## src/rtl/data_mem_pkg.sv

```systemverilog
// Shared types and helpers for the MEM-stage data memory controller:
// access-size encodings, FSM state type, byte count and address alignment.
package data_mem_pkg;

   localparam int unsigned ADDR_W = 32;
   localparam int unsigned DATA_W = 32;
   localparam int unsigned BYTE_W = 8;
   localparam int unsigned CNT_W  = 2;

   localparam logic [1:0] SIZE_WORD = 2'b00;
   localparam logic [1:0] SIZE_HALF = 2'b01;
   localparam logic [1:0] SIZE_BYTE = 2'b10;
   localparam logic [1:0] SIZE_RSVD = 2'b11;

   typedef enum logic [1:0] {
      IDLE = 2'd0,
      BUSY = 2'd1,
      DONE = 2'd2
   } state_t;

   // Reserved size behaves as a word access.
   function automatic logic [2:0] byte_count(input logic [1:0] size);
      case (size)
         SIZE_HALF: byte_count = 3'd2;
         SIZE_BYTE: byte_count = 3'd1;
         default:   byte_count = 3'd4;
      endcase
   endfunction

   function automatic logic [ADDR_W-1:0] align_addr(input logic [ADDR_W-1:0] a,
                                                    input logic [1:0] size);
      case (size)
         SIZE_HALF: align_addr = {a[ADDR_W-1:1], 1'b0};
         SIZE_BYTE: align_addr = a;
         default:   align_addr = {a[ADDR_W-1:2], 2'b00};
      endcase
   endfunction

   // Bits of rdata that survive load capture; the rest are zeroed.
   function automatic logic [DATA_W-1:0] load_keep_mask(input logic [1:0] size);
      case (size)
         SIZE_HALF: load_keep_mask = 32'h0000_FFFF;
         SIZE_BYTE: load_keep_mask = 32'h0000_00FF;
         default:   load_keep_mask = 32'hFFFF_FFFF;
      endcase
   endfunction

endpackage

```

## src/rtl/data_mem_ctrl_if.sv

```systemverilog
// Byte-wide memory bus between the controller (master) and memory (slave).
interface data_mem_ctrl_if;
   import data_mem_pkg::*;

   logic                  bus_req;
   logic                  bus_we;
   logic [ADDR_W-1:0]     bus_addr;
   logic [BYTE_W-1:0]     bus_wdata;
   logic [BYTE_W-1:0]     bus_rdata;
   logic                  bus_ack;

   modport master (
      output bus_req, bus_we, bus_addr, bus_wdata,
      input  bus_rdata, bus_ack
   );

   modport slave (
      input  bus_req, bus_we, bus_addr, bus_wdata,
      output bus_rdata, bus_ack
   );

endinterface

```

## src/rtl/byte_lane_sel.sv

```systemverilog
// Little-endian lane steering: picks the store byte for the current beat and
// inserts the returned load byte into the assembled load word.
module byte_lane_sel
   import data_mem_pkg::*;
(
   input  logic [DATA_W-1:0] i_wdata,
   input  logic [DATA_W-1:0] i_rdata,
   input  logic [CNT_W-1:0]  i_cnt,
   input  logic [BYTE_W-1:0] i_bus_rdata,
   output logic [BYTE_W-1:0] o_store_byte,
   output logic [DATA_W-1:0] o_rdata_ins
);

   logic [4:0] w_shamt;

   assign w_shamt      = {i_cnt, 3'b000};
   assign o_store_byte = BYTE_W'(i_wdata >> w_shamt);
   assign o_rdata_ins  = (i_rdata & ~(32'h0000_00FF << w_shamt))
                       | (DATA_W'(i_bus_rdata) << w_shamt);

endmodule

```

## src/rtl/data_mem_ctrl.sv

```systemverilog
// MEM-stage data memory controller: serialises word/halfword/byte accesses
// onto a byte-wide bus and stalls the pipeline until the access completes.
module data_mem_ctrl
   import data_mem_pkg::*;
(
   input  logic               clk,
   input  logic               reset,
   input  logic               mem_enable,
   input  logic               mem_RW,
   input  logic [1:0]         mem_size,
   input  logic [ADDR_W-1:0]  addr,
   input  logic [DATA_W-1:0]  wdata,
   output logic [DATA_W-1:0]  rdata,
   output logic               stall,
   data_mem_ctrl_if.master    bus
);

   state_t              r_state,  w_state_nxt;
   logic [CNT_W-1:0]    r_cnt,    w_cnt_nxt;
   logic [CNT_W-1:0]    r_last,   w_last_nxt;
   logic [ADDR_W-1:0]   r_base,   w_base_nxt;
   logic [DATA_W-1:0]   r_wdata,  w_wdata_nxt;
   logic                r_we,     w_we_nxt;
   logic [DATA_W-1:0]   r_rdata,  w_rdata_nxt;

   logic [BYTE_W-1:0]   w_store_byte;
   logic [DATA_W-1:0]   w_rdata_ins;

   byte_lane_sel u_lane (
      .i_wdata      (r_wdata),
      .i_rdata      (r_rdata),
      .i_cnt        (r_cnt),
      .i_bus_rdata  (bus.bus_rdata),
      .o_store_byte (w_store_byte),
      .o_rdata_ins  (w_rdata_ins)
   );

   always_ff @(posedge clk) begin
      if (reset) begin
         r_state <= IDLE;
         r_cnt   <= '0;
         r_last  <= '0;
         r_base  <= '0;
         r_wdata <= '0;
         r_we    <= 1'b0;
         r_rdata <= '0;
      end else begin
         r_state <= w_state_nxt;
         r_cnt   <= w_cnt_nxt;
         r_last  <= w_last_nxt;
         r_base  <= w_base_nxt;
         r_wdata <= w_wdata_nxt;
         r_we    <= w_we_nxt;
         r_rdata <= w_rdata_nxt;
      end
   end

   // Bus outputs are decoded from registered state only; ack outside BUSY is ignored.
   always_comb begin
      w_state_nxt   = r_state;
      w_cnt_nxt     = r_cnt;
      w_last_nxt    = r_last;
      w_base_nxt    = r_base;
      w_wdata_nxt   = r_wdata;
      w_we_nxt      = r_we;
      w_rdata_nxt   = r_rdata;
      stall         = 1'b0;
      bus.bus_req   = 1'b0;
      bus.bus_we    = 1'b0;
      bus.bus_addr  = '0;
      bus.bus_wdata = '0;

      case (r_state)
         IDLE: begin
            if (mem_enable) begin
               stall       = 1'b1;
               w_state_nxt = BUSY;
               w_cnt_nxt   = '0;
               w_last_nxt  = CNT_W'(byte_count(mem_size) - 3'd1);
               w_base_nxt  = align_addr(addr, mem_size);
               w_wdata_nxt = wdata;
               w_we_nxt    = mem_RW;
               if (!mem_RW) begin
                  w_rdata_nxt = r_rdata & load_keep_mask(mem_size);
               end
            end
         end
         BUSY: begin
            stall         = 1'b1;
            bus.bus_req   = 1'b1;
            bus.bus_we    = r_we;
            bus.bus_addr  = r_base + ADDR_W'(r_cnt);
            bus.bus_wdata = w_store_byte;
            if (bus.bus_ack) begin
               if (!r_we) begin
                  w_rdata_nxt = w_rdata_ins;
               end
               if (r_cnt == r_last) begin
                  w_state_nxt = DONE;
               end else begin
                  w_cnt_nxt = r_cnt + 2'd1;
               end
            end
         end
         DONE: begin
            w_state_nxt = IDLE;
            w_cnt_nxt   = '0;
         end
         default: begin
            w_state_nxt = IDLE;
         end
      endcase
   end

   assign rdata = r_rdata;

endmodule

```

## src/flat_wrapper.sv

```systemverilog
// flat-port wrapper written by rule: the top's interface ports become plain ports
module data_mem_ctrl_flat import data_mem_pkg::*;
  (clk, reset, mem_enable, mem_RW, mem_size, addr, wdata, rdata, stall, bus_bus_req, bus_bus_we, bus_bus_addr, bus_bus_wdata, bus_bus_rdata, bus_bus_ack);
  data_mem_ctrl_if bus_i ();
  input  logic clk;
  input  logic reset;
  input  logic mem_enable;
  input  logic mem_RW;
  input  logic [1:0] mem_size;
  input  logic [ADDR_W-1:0] addr;
  input  logic [DATA_W-1:0] wdata;
  output logic [DATA_W-1:0] rdata;
  output logic stall;
  output wire logic [$bits(bus_i.bus_req)-1:0] bus_bus_req;
  output wire logic [$bits(bus_i.bus_we)-1:0] bus_bus_we;
  output wire logic [$bits(bus_i.bus_addr)-1:0] bus_bus_addr;
  output wire logic [$bits(bus_i.bus_wdata)-1:0] bus_bus_wdata;
  input wire logic [$bits(bus_i.bus_rdata)-1:0] bus_bus_rdata;
  input wire logic [$bits(bus_i.bus_ack)-1:0] bus_bus_ack;
  assign bus_bus_req = bus_i.bus_req;
  assign bus_bus_we = bus_i.bus_we;
  assign bus_bus_addr = bus_i.bus_addr;
  assign bus_bus_wdata = bus_i.bus_wdata;
  assign bus_i.bus_rdata = bus_bus_rdata;
  assign bus_i.bus_ack = bus_bus_ack;
  data_mem_ctrl u_core (.clk(clk), .reset(reset), .mem_enable(mem_enable), .mem_RW(mem_RW), .mem_size(mem_size), .addr(addr), .wdata(wdata), .rdata(rdata), .stall(stall), .bus(bus_i));
endmodule
```

## config.mk

```make
export PLATFORM = sky130hd
export DESIGN_NAME = data_mem_ctrl_flat
export DESIGN_NICKNAME = d
export VERILOG_FILES = /design/src/rtl/data_mem_pkg.sv /design/src/rtl/data_mem_ctrl_if.sv /design/src/rtl/byte_lane_sel.sv /design/src/rtl/data_mem_ctrl.sv /design/src/flat_wrapper.sv
export SDC_FILE = /design/constraint.sdc
export NUM_CORES = 1
export LEC_CHECK = 0
export ABC_CLOCK_PERIOD_IN_PS = 2300
export CORE_MARGIN = 3
export CORE_UTILIZATION = 42
export DETAILED_ROUTE_END_ITERATION = 10
export PLACE_DENSITY_LB_ADDON = 0.15
export SYNTH_ARGS = -nofsm -noshare
export SYNTH_HDL_FRONTEND = slang
export SYNTH_SLANG_ARGS = --single-unit
```

## constraint.sdc

```tcl
create_clock -name clk -period 2.3 [get_ports clk]
set_clock_uncertainty 0.05 [all_clocks]
set_input_delay 0.345 -clock clk [delete_from_list [all_inputs] [get_ports clk]]
set_output_delay 0.345 -clock clk [all_outputs]
set_load 0.01 [all_outputs]
```

==> Word level (Yosys, flattened, before mapping) <==
Cells that the tools add are included.
W data, S select, Z words.
{ "totals": {"n_memories": 0, "latch_bits": 0, "mem_bits_rw": 0, "output_inout_bits": 75, "ff_bits": 103, "romBits": 0, "word_cells": 62, "inputBits": 79} }
{ "classes": {"mul": 0, "magnitude_cmp": 0, "bitwise": 4, "shifts": 3, "muxes": 27, "n_div": 0, "n_reduce_logical": 7, "addsub": 3, "eq_ne": 11} }
{ "op_table": {"columns": ["cell", "n"], "rows": [
  ["$mux W32", 8],
  ["$pmux W32 S2", 2],
  ["$and A32 B32 Y32", 2],
  ["$add A32 B2 Y32", 1],
  ["$not A32 Y32", 1],
  ["$or A32 B32 Y32", 1],
  ["$shl A8 B5 Y32", 1],
  ["$shl A8 B5 Y32 const A", 1],
  ["$shr A32 B5 Y8", 1],
  ["$mux W2", 8],
  ["$pmux W2 S2", 3],
  ["$ne A2 B2 Y1 const B", 5],
  ["$mux W8", 1],
  ["$pmux W2 S3", 1],
  ["$reduce_and A5 Y1", 1],
  ["$eq A2 B1 Y1 const B", 2],
  ["$eq A2 B2 Y1 const B", 2],
  ["$reduce_and A4 Y1", 1],
  ["$mux W1", 3],
  ["$reduce_and A3 Y1", 1],
  ["$reduce_bool A3 Y1", 1],
  ["$add A2 B1 Y2 const B", 1],
  ["$eq A2 B2 Y1", 1],
  ["$logic_not A2 Y1", 1],
  ["other kinds (5)", 5]
]} }

==> Logic depth before layout (Yosys ltp) <==
{ "depth": {"ltp_word": 9, "mapped_depth": 8, "depth_no_buf": 6} }

==> Cells and area by module <==
Synthesis repeated with hierarchy kept, for this count alone.
{ "unflattened": {"hier_cells": 646, "area_unflattened_um2": 5195.0} }
{ "by_module_without_submodules": {"columns": ["module", "seq_area_each_um2", "area_per_inst_um2", "n_inst", "cells_each"], "rows": [
  ["data_mem_ctrl", 2062.0, 4573.1, 1, 598],
  ["byte_lane_sel", 0.0, 621.8, 1, 48]
]} }

==> Least setup slack after synthesis <==
No wires, ideal clock.
{ "synth_path": {"kind": "flip-flop to output port", "start": "register u_core.r_cnt[0]", "end": "output port bus_bus_addr[24]", "stages_incl_launch_ff": 8, "path_slack_ns": -0.290, "t_arrival_ns": 2.195, "n_path_buf": 1, "t_required_ns": 1.905, "path_cell_list": "dfxtp_1 > ha_1 > fa_1 > nand4_2 > or3_1 > buf_2 > or4_1 > a21oi_1"} }
{ "synth_between": {"elab_chain_cells": 2} }
{ "synth_rtl": {"columns": ["item", "line_no", "rtl"], "rows": [
  ["from (decl)", "data_mem_ctrl.sv:19", "logic [CNT_W-1:0] r_cnt, w_cnt_nxt;"],
  ["from (signal assigned)", "data_mem_ctrl.sv:49", "r_cnt <= w_cnt_nxt;"],
  ["$add A32 B2 Y32", "data_mem_ctrl.sv:92", "bus.bus_addr = r_base + ADDR_W'(r_cnt);"],
  ["$mux W32", "data_mem_ctrl.sv:73", "case (r_state)"],
  ["to (decl)", "flat_wrapper.sv:16", "output wire logic [$bits(bus_i.bus_addr)-1:0] bus_bus_addr;"]
]} }
Every way passes these cells.

==> Worst setup path in the final report <==
Same ends and word-level chain as after synthesis.

==> metrics.md <==
| Metric | Value |
|---|---|
| Outcome | complete, but fails checks |
| Failing checks | setup timing |
| Die Y | 115 um |
| Commonest non-fill, non-tap cell in the layout | nand2_1 |
| Die ar. | 13100 um2 |
| First-pass GRT wire length | 24.1 mm |
| Layout cell share with drive strength beyond 1 | between 20% and 30% |
| Gr ovfl total | 0 |
| Slew Viols, Final | 0 |
| CTS max path bufs | 2 |
| WP buf/inv | 2 |
| Top Ports | between 150 and 200 |
| Clock transition at the registers of the reported paths | 0.08 ns |
| Req. time, crit path | 1.90 ns |
| Max-cap violation count | 0 |
| Period utilization | 124% |
| Synth top area share | 41.7% |
| Crit Path Class | reg2out |
| Most frequent cells in the layout | nand2_1, clkdlybuf4s50_1, dfxtp_1, a21oi_1, buf_4 |
| Sequential element share of the synthesized area | approximately two fifths |
| Worst-path cell chain | ha_4 > fa_2 > nand4_4 > or3_4 > buf_4 > or4_4 > a21oi_4 > buf_2 |
| H-tree levels | 3 |
| Synth top area cells | dfxtp_1, nand2_1, a21oi_1 |
| Max VDD drop | approximately 0.36 mV |
| Final setup viols | 24 |
| Crit-path slowest cell | or4_4 |
| Fill cells | 956 |
| Post-Syn Instances | 634 |
| Leak | 3.05 nW |
| Synthesized net count | 723 |
| Critical path's largest stage delay | 0.43 ns |
| Clock sink count | 103 |
| Initial antenna violation count | 0 |
| Yosys reg bits | about 100 |
| Hold WC Path Type | reg2reg |
| Minimum clock period | around 2.9 ns |
| CP startpoint kind | flip-flop |
| Slew margin rel. | roughly two fifths |
| Post-CTS Hold Fix Bufs | 0 |
| Ys async rst share | 0% |
| Final hold vios | 0 |
| CORE AREA | 11500 um2 |
| Detailed Route WL | 15.7 mm |
| Worst Hold Slack | around 0.41 ns |
| Antenna diodes | 0 |
| TritonCTS clock tree | done |
| GPL Wtd Cong | 0.929 |
| Vias/cell | 5.34 |
| Fin Setup TNS | -8.51 ns |
| Avg Cell Area, Syn | 7.80 um2 |
| Setup ws final | -0.553 ns |
| 1st-pass router iterations | 5 |
| Die width | 115 um |
| Antenna Nets Post-Route | 0 |
| Worst path arrival time | 2.46 ns |
| Worst skew pair latency | 0.34 ns |
| Synth warn | 0 |
| # DRC | 0 |
| Crit-path max FO | 4 |
| Fin cells | 993 |
| Tightest Pin Transition | 0.906 ns |
| Cell taking the most area after synthesis | dfxtp_1 |
| Number of global-route vias before repair | 5125 |
| GRT Total Usage | 22.6% |
| Root Driver | clkbuf_16 |
| Synth Flop Type | dfxtp_1 |
| Hold depth | 2 |
| Synth cell types | 47 |
| Iter 0 DRT Violations | 348 |
| R2R depth | 7 |
| DP Cell Count | 959 |
| Pin count of the biggest net entering global routing | 89 |
| Crit path depth | 8 |
| Crit-path leading delay family | simple AND/OR/NAND/NOR gates |
| Drt wl/cell | about 16 um |
| Post-Syn Area | 4950 um2 |
| Initial core utilization | a little over two fifths |
| Max frequency | 350 MHz |
| Port Buf Inserts | 153 |
| Site Rows | 39 |
| RSZ-0062 raised after global routing | yes |
| CP endpoint kind | output pin |
| Nets | 934 |
| Vias | 5303 |
| Post-synth EDFFs | 0 |
| PwrDens | 550 nW/um2 |
| CTS Buf Count | 9 |
| Post-DP HPWL | 10.8 mm |
| Syn-to-layout area delta | 57.5% |
-- registers in the layout, indices dropped and copies added, names as in the netlist --
name and count:
u_core.r_wdata 32, u_core.r_cnt 2, u_core.r_last 2, u_core.r_base 32
u_core.r_state 2, u_core.rdata 32, u_core.r_we 1
-- report_power, final --
part	total, W	switching [W]	internal (W)
clock network	0.00161	0.000738	0.000870
registers	0.00193	0.0000586	0.00187
logic	0.000749	0.000385	0.000364
-- layout make-up --
cell class | count | area (um2) | area share [%]
repair buffers | 243 | 2190 | 28.1
multi-input cells | 479 | 2990 | 38.4
clock buffers | 9 | 225 | 2.89
inverters | 9 | 33.8 | 0.434
well taps | 143 | 179 | 2.30
flip-flops and latches | 103 | 2080 | 26.7
clock inverters | 7 | 88.8 | 1.14
-- synth_stat cells (all sizes together), types with 2 or more instances --
master,instances
and3,3
a21oi,107
dfxtp,103
nor3,7
or3,9
xor2,3
a31oi,3
buf,14
nand4,2
a211oi,2
o21ai,32
inv,9
clkbuf,29
and4,3
nor4,7
nand3b,2
ha,9
nand2,170
o31a,2
mux4,8
nand2b,4
and2,12
nor2,25
a22oi,8
xnor2,9
or4,10
o31ai,7
nand3,15
mux2i,6
o21a,2
nor2b,2
-- metal layers --
metal,GRT usage [%],part of all wire (%)
met1,27.6,42
met2,39.2,50
met3,6.03,7.5
met4,5.78,1.2
met5,0,0
-- worst min-delay path: cells and delay by family, from the launching register on --
family / cells / cell delay, ns
AND/OR/NAND/NOR: 1 / 0.05
flip-flops: 1 / 0.31
AO/OA/AOI/OAI: 1 / 0.05
-- cell families after synthesis --
| group | after synthesis | synth area share, % |
|---|---|---|
| compound gates | 167 | 18.4 |
| xor+xnor | 12 | 2.13 |
| fa+ha+maj | 10 | 2.68 |
| buf+inv | 52 | 4.38 |
| flops | 103 | 41.7 |
| mux | 14 | 4.86 |
| simple gates | 276 | 25.9 |
-- timing repair --
| action | CTS | global route |
|---|---|---|
| gates resized for setup | 163 | 44 |
| setup endpoints to repair | 41 | 29 |
| buffers inserted | 11 | 9 |
| pin swaps | 20 | 23 |
-- through the flow --
step	area [um2]	total power [W]	util [%]	worst slack [ns]
after floorplan	5030	0.00232	-	-0.125
after global placement	7120	0.00269	62.1	-0.568
after detailed placement	7120	0.00271	62.1	-0.612
after CTS	7570	0.00429	66.0	-0.551
after global routing	7790	0.00446	67.9	-0.608
final	7790	0.00429	67.9	-0.553
-- final timing paths --
| check | start | endpoint | slack (ns) |
|---|---|---|---|
| worst max-delay path | u_core.r_cnt[0]$_SDFFE_PP0P_ | bus_bus_addr[24] | -0.55 |
| worst max register to register | u_core.r_cnt[0]$_SDFFE_PP0P_ | u_core.rdata[20]$_SDFFE_PP0P_ | 0.30 |
| worst min register to register | u_core.r_wdata[24]$_SDFFE_PP0P_ | u_core.r_wdata[24]$_SDFFE_PP0P_ | 0.41 |
| worst min-delay path | u_core.r_wdata[24]$_SDFFE_PP0P_ | u_core.r_wdata[24]$_SDFFE_PP0P_ | 0.41 |
(Power assumes the default switching activity.)
==> edit 1 (same settings) <==
Set the package constant `BYTE_W` to 12 (it was 8).
--- a/src/rtl/data_mem_pkg.sv
+++ b/src/rtl/data_mem_pkg.sv
@@ -6,3 +6,3 @@
    localparam int unsigned DATA_W = 32;
-   localparam int unsigned BYTE_W = 8;
+   localparam int unsigned BYTE_W = 12;
    localparam int unsigned CNT_W  = 2;
Ports: changed (resized bus_bus_rdata and bus_bus_wdata); port bits go from 154 to 162. No check against the original RTL was run, so the function may have changed too.
==> edit 1 against the unedited design <==
The flow still finishes with violations (negative setup slack); power shrank 0.23%; non-clock buffer count increased by 1; register-to-register slack lost 0.08 ns; sequential cell count unchanged; critical path depth increased by 1; cell area is 2.8% higher; area after synthesis is 3.7% higher; worst setup slack worse by 0.073 ns; routed wire length grew 9.3%; die area up 3.5%; worst hold slack got worse by 0.0025 ns; sequential share of layout area down 0.89 points; critical endpoint unchanged.
==> edit 1: results (changes against the unedited design) <==
The sum of met2 wire segment lengths after detailed routing came out at 8.532 mm (+8.8%). The number of resized instances in the post-cts repair step came out at 165 (+1.2%). The number of library cell types mapped by synthesis came to 49 (+4.3%). The total global-route track usage is 24.60% (+2.0 points). The startpoint identified for the worst register-to-register timing path is u_core.r_state[1]$_SDFFE_PP0P_. The fraction of met2 tracks used by global routing came out at 43.44% (+4.2 points). The number of global-route vias before repair is 5,568 (+8.6%).

The net switching power of the design was 1144 µW (-3.1%). The wire length on met1 came out at 7.198 mm (+10%). The iteration-0 DRC count of the detailed router is 424 (+22%).

The flow ran to the end, but the final reports show violations. The static leakage came out at 0.003117 µW (+2.0%). The arrival time of data at the critical path endpoint came out at 2.53 ns (+0.07 ns). Tracing the worst setup path back leads to its startpoint at u_core.r_base[0]$_SDFFE_PP0P_. The clock group power is 1530 µW (-5%).

The count of port buffers added during placement is 161 (+5.2%). The worst setup margin came out at -0.6264 ns (-0.07315 ns). The number of buffers inserted to repair setup after CTS came out at 12 (+1). The post-route core utilization is 68.66% (+0.75 points).

The count of vias placed by the detailed router came to 5,657 (+6.7%). The met3 track demand over resource is 3.575% (-2.5 points). The smallest hold slack came out at 0.4060 ns (-0.002506 ns). The largest net degree at the start of global routing came out at 56 (-37%). The total instance count after detailed placement is 992 (+3.4%). By area the synthesized netlist is led by sky130_fd_sc_hd__dfxtp_1 (40%), sky130_fd_sc_hd__nand2_1 (12%), sky130_fd_sc_hd__a21oi_1 (10%). The final count of negative-setup-slack endpoints came out at 40 (+67%). The worst stage delay on the critical path was 0.46 ns (+0.03 ns). The final net count is 971 (+4.0%). The final reports fail on negative setup slack.

The share of synthesized area occupied by flip-flops and latches came out at 40.20% (-1.5 points). The routed length per instance is 16.77 µm (+5.8%). The fraction of final layout cells with drive strength greater than 1 came to 21.74% (-2.4 points).
edit 1: changes by cell type after synthesis, sizes merged, moves of 6 or more:
| cell | delta |
|---|---|
| o21ai | -6 |
| or3 | -7 |
| nand2 | -7 |
| nor2 | +13 |
| buf | -7 |
| nand4 | +7 |
| a211oi | +7 |
| clkbuf | +13 |
edit 1: final cells by class:
| cell class | count | share of cell area (%) |
|---|---|---|
| multi-input cells | 509 | 40.75 |
| repair buffers | 244 | 26.92 |
| flip-flops and latches | 103 | 25.81 |
| clock buffers | 11 | 3.031 |
| well taps | 143 | 2.234 |
| clock inverters | 5 | 0.7188 |
| inverters | 11 | 0.5313 |
edit 1: logic make-up (layout without fill, tap and decap cells):
logic type	count (synthesis)	after routing	synth area share [%]
xor+xnor	15	15	2.562
buf+inv	60	271	4.538
simple gates	289	290	25.71
mux	18	18	4.587
compound gates	176	176	19.81
fa+ha+maj	10	10	2.586
flops	103	103	40.20
==> edit 2 (same settings) <==
Made on the original files. Re-encode `state_t` (3 states) as one-hot, 3 bits wide.
--- a/src/rtl/data_mem_pkg.sv
+++ b/src/rtl/data_mem_pkg.sv
@@ -14,6 +14,6 @@
 
-   typedef enum logic [1:0] {
-      IDLE = 2'd0,
-      BUSY = 2'd1,
-      DONE = 2'd2
+   typedef enum logic [2:0] {
+      IDLE = 3'b001,
+      BUSY = 3'b010,
+      DONE = 3'b100
    } state_t;
Function: same outputs for any inputs over 4 cycles, from zero or initial values and one cycle with reset high; so few cycles prove little.
==> edit 2 against the unedited design <==
Critical path depth did not move; register-to-register slack got worse by 0.13 ns; critical endpoint is now bus_bus_addr[22]; largest power group unchanged; worst setup slack improved by 0.0080 ns; sequential cell count rose by 1; routed wire length fell by 3.1%; the run still ends with negative setup slack left; power fell by 4.0%; area after synthesis fell by 0.66%; cell area fell by 1.7%; largest cell class unchanged.
==> edit 2: results (changes against the unedited design) <==
The post-detailed-placement cell area came out at 7111 µm² (about the same). The non-clock buffer instance count of the final layout came out at 238 (-2.1%). The wire length on met1 came out at 6.152 mm (-5.9%). The post-synthesis cell area is 4913 µm² (-0.66%). The final count of negative-setup-slack endpoints was 31 (+29%). The maximum fanout count along the critical path is 5 (+1). The length of the first detailed-routing pass in iterations came out at 6 (+1). The headroom to the max-slew limit is 52.37% (+13 points). The final-layout setup total negative slack is -10.16 ns (-1.648 ns).

The number of library cell types mapped by synthesis is 50 (+6.4%). The number of buffers inserted to repair setup after CTS came out at 12 (+1). The run finished, with violations left.

The worst stage delay on the critical path came out at 0.51 ns (+0.08 ns). The internal power was 3075 µW (-0.96%). The met1 capacity usage during global routing is 27.78% (+0.21 points).

The switching part of the total came to 25.27% (-2.3 points). The total global-route track usage is 22.91% (+0.36 points). The checks that failed: negative setup slack. The count of vias placed by the detailed router came out at 5,137 (-3.1%). The static leakage came to 0.002974 µW (-2.7%).

The met3 track demand over resource is 3.911% (-2.1 points). The total length of routed met3 wires is 999 µm (-15%). The worst register-to-register path ends at u_core.rdata[31]$_SDFFE_PP0P_. The most critical setup path has its endpoint at bus_bus_addr[22]. The worst setup margin came out at -0.5452 ns (+0.008028 ns). The final standard cell area without fillers came out at 7656 µm² (-1.7%). The total number of clock tree sinks is 104 (+0.97%). The largest net degree at the start of global routing came to 67 (-25%).

The number of global-route vias before repair came to 5,186 (+1.2%). The fraction of final layout cells with drive strength greater than 1 is 24.78% (+0.67 points). The synthesized net count was 680 (-5.9%).
[edit 2: cell types whose count changed after synthesis, sizes merged, moves of 10 or more]
cell	change
o21ai	-26
a21oi	-20
a22o	+17
nand2	-17
o2bb2ai	+15
nand4	+10
[edit 2: worst min-delay path by stage]
stage                                               start                         endpoint  slack, ns
final                                               reset    u_core.r_base[0]$_SDFFE_PP0P_       0.40
after global routing      u_core.r_wdata[30]$_SDFFE_PP0P_  u_core.r_wdata[30]$_SDFFE_PP0P_       0.42
after CTS                                           reset    u_core.r_base[7]$_SDFFE_PP0P_       0.39
after detailed placement  u_core.r_wdata[22]$_SDFFE_PP0P_  u_core.r_wdata[22]$_SDFFE_PP0P_       0.39
after global placement     u_core.r_wdata[5]$_SDFFE_PP0P_   u_core.r_wdata[5]$_SDFFE_PP0P_       0.39
after floorplan           u_core.r_wdata[16]$_SDFFE_PP0P_  u_core.r_wdata[16]$_SDFFE_PP0P_       0.38
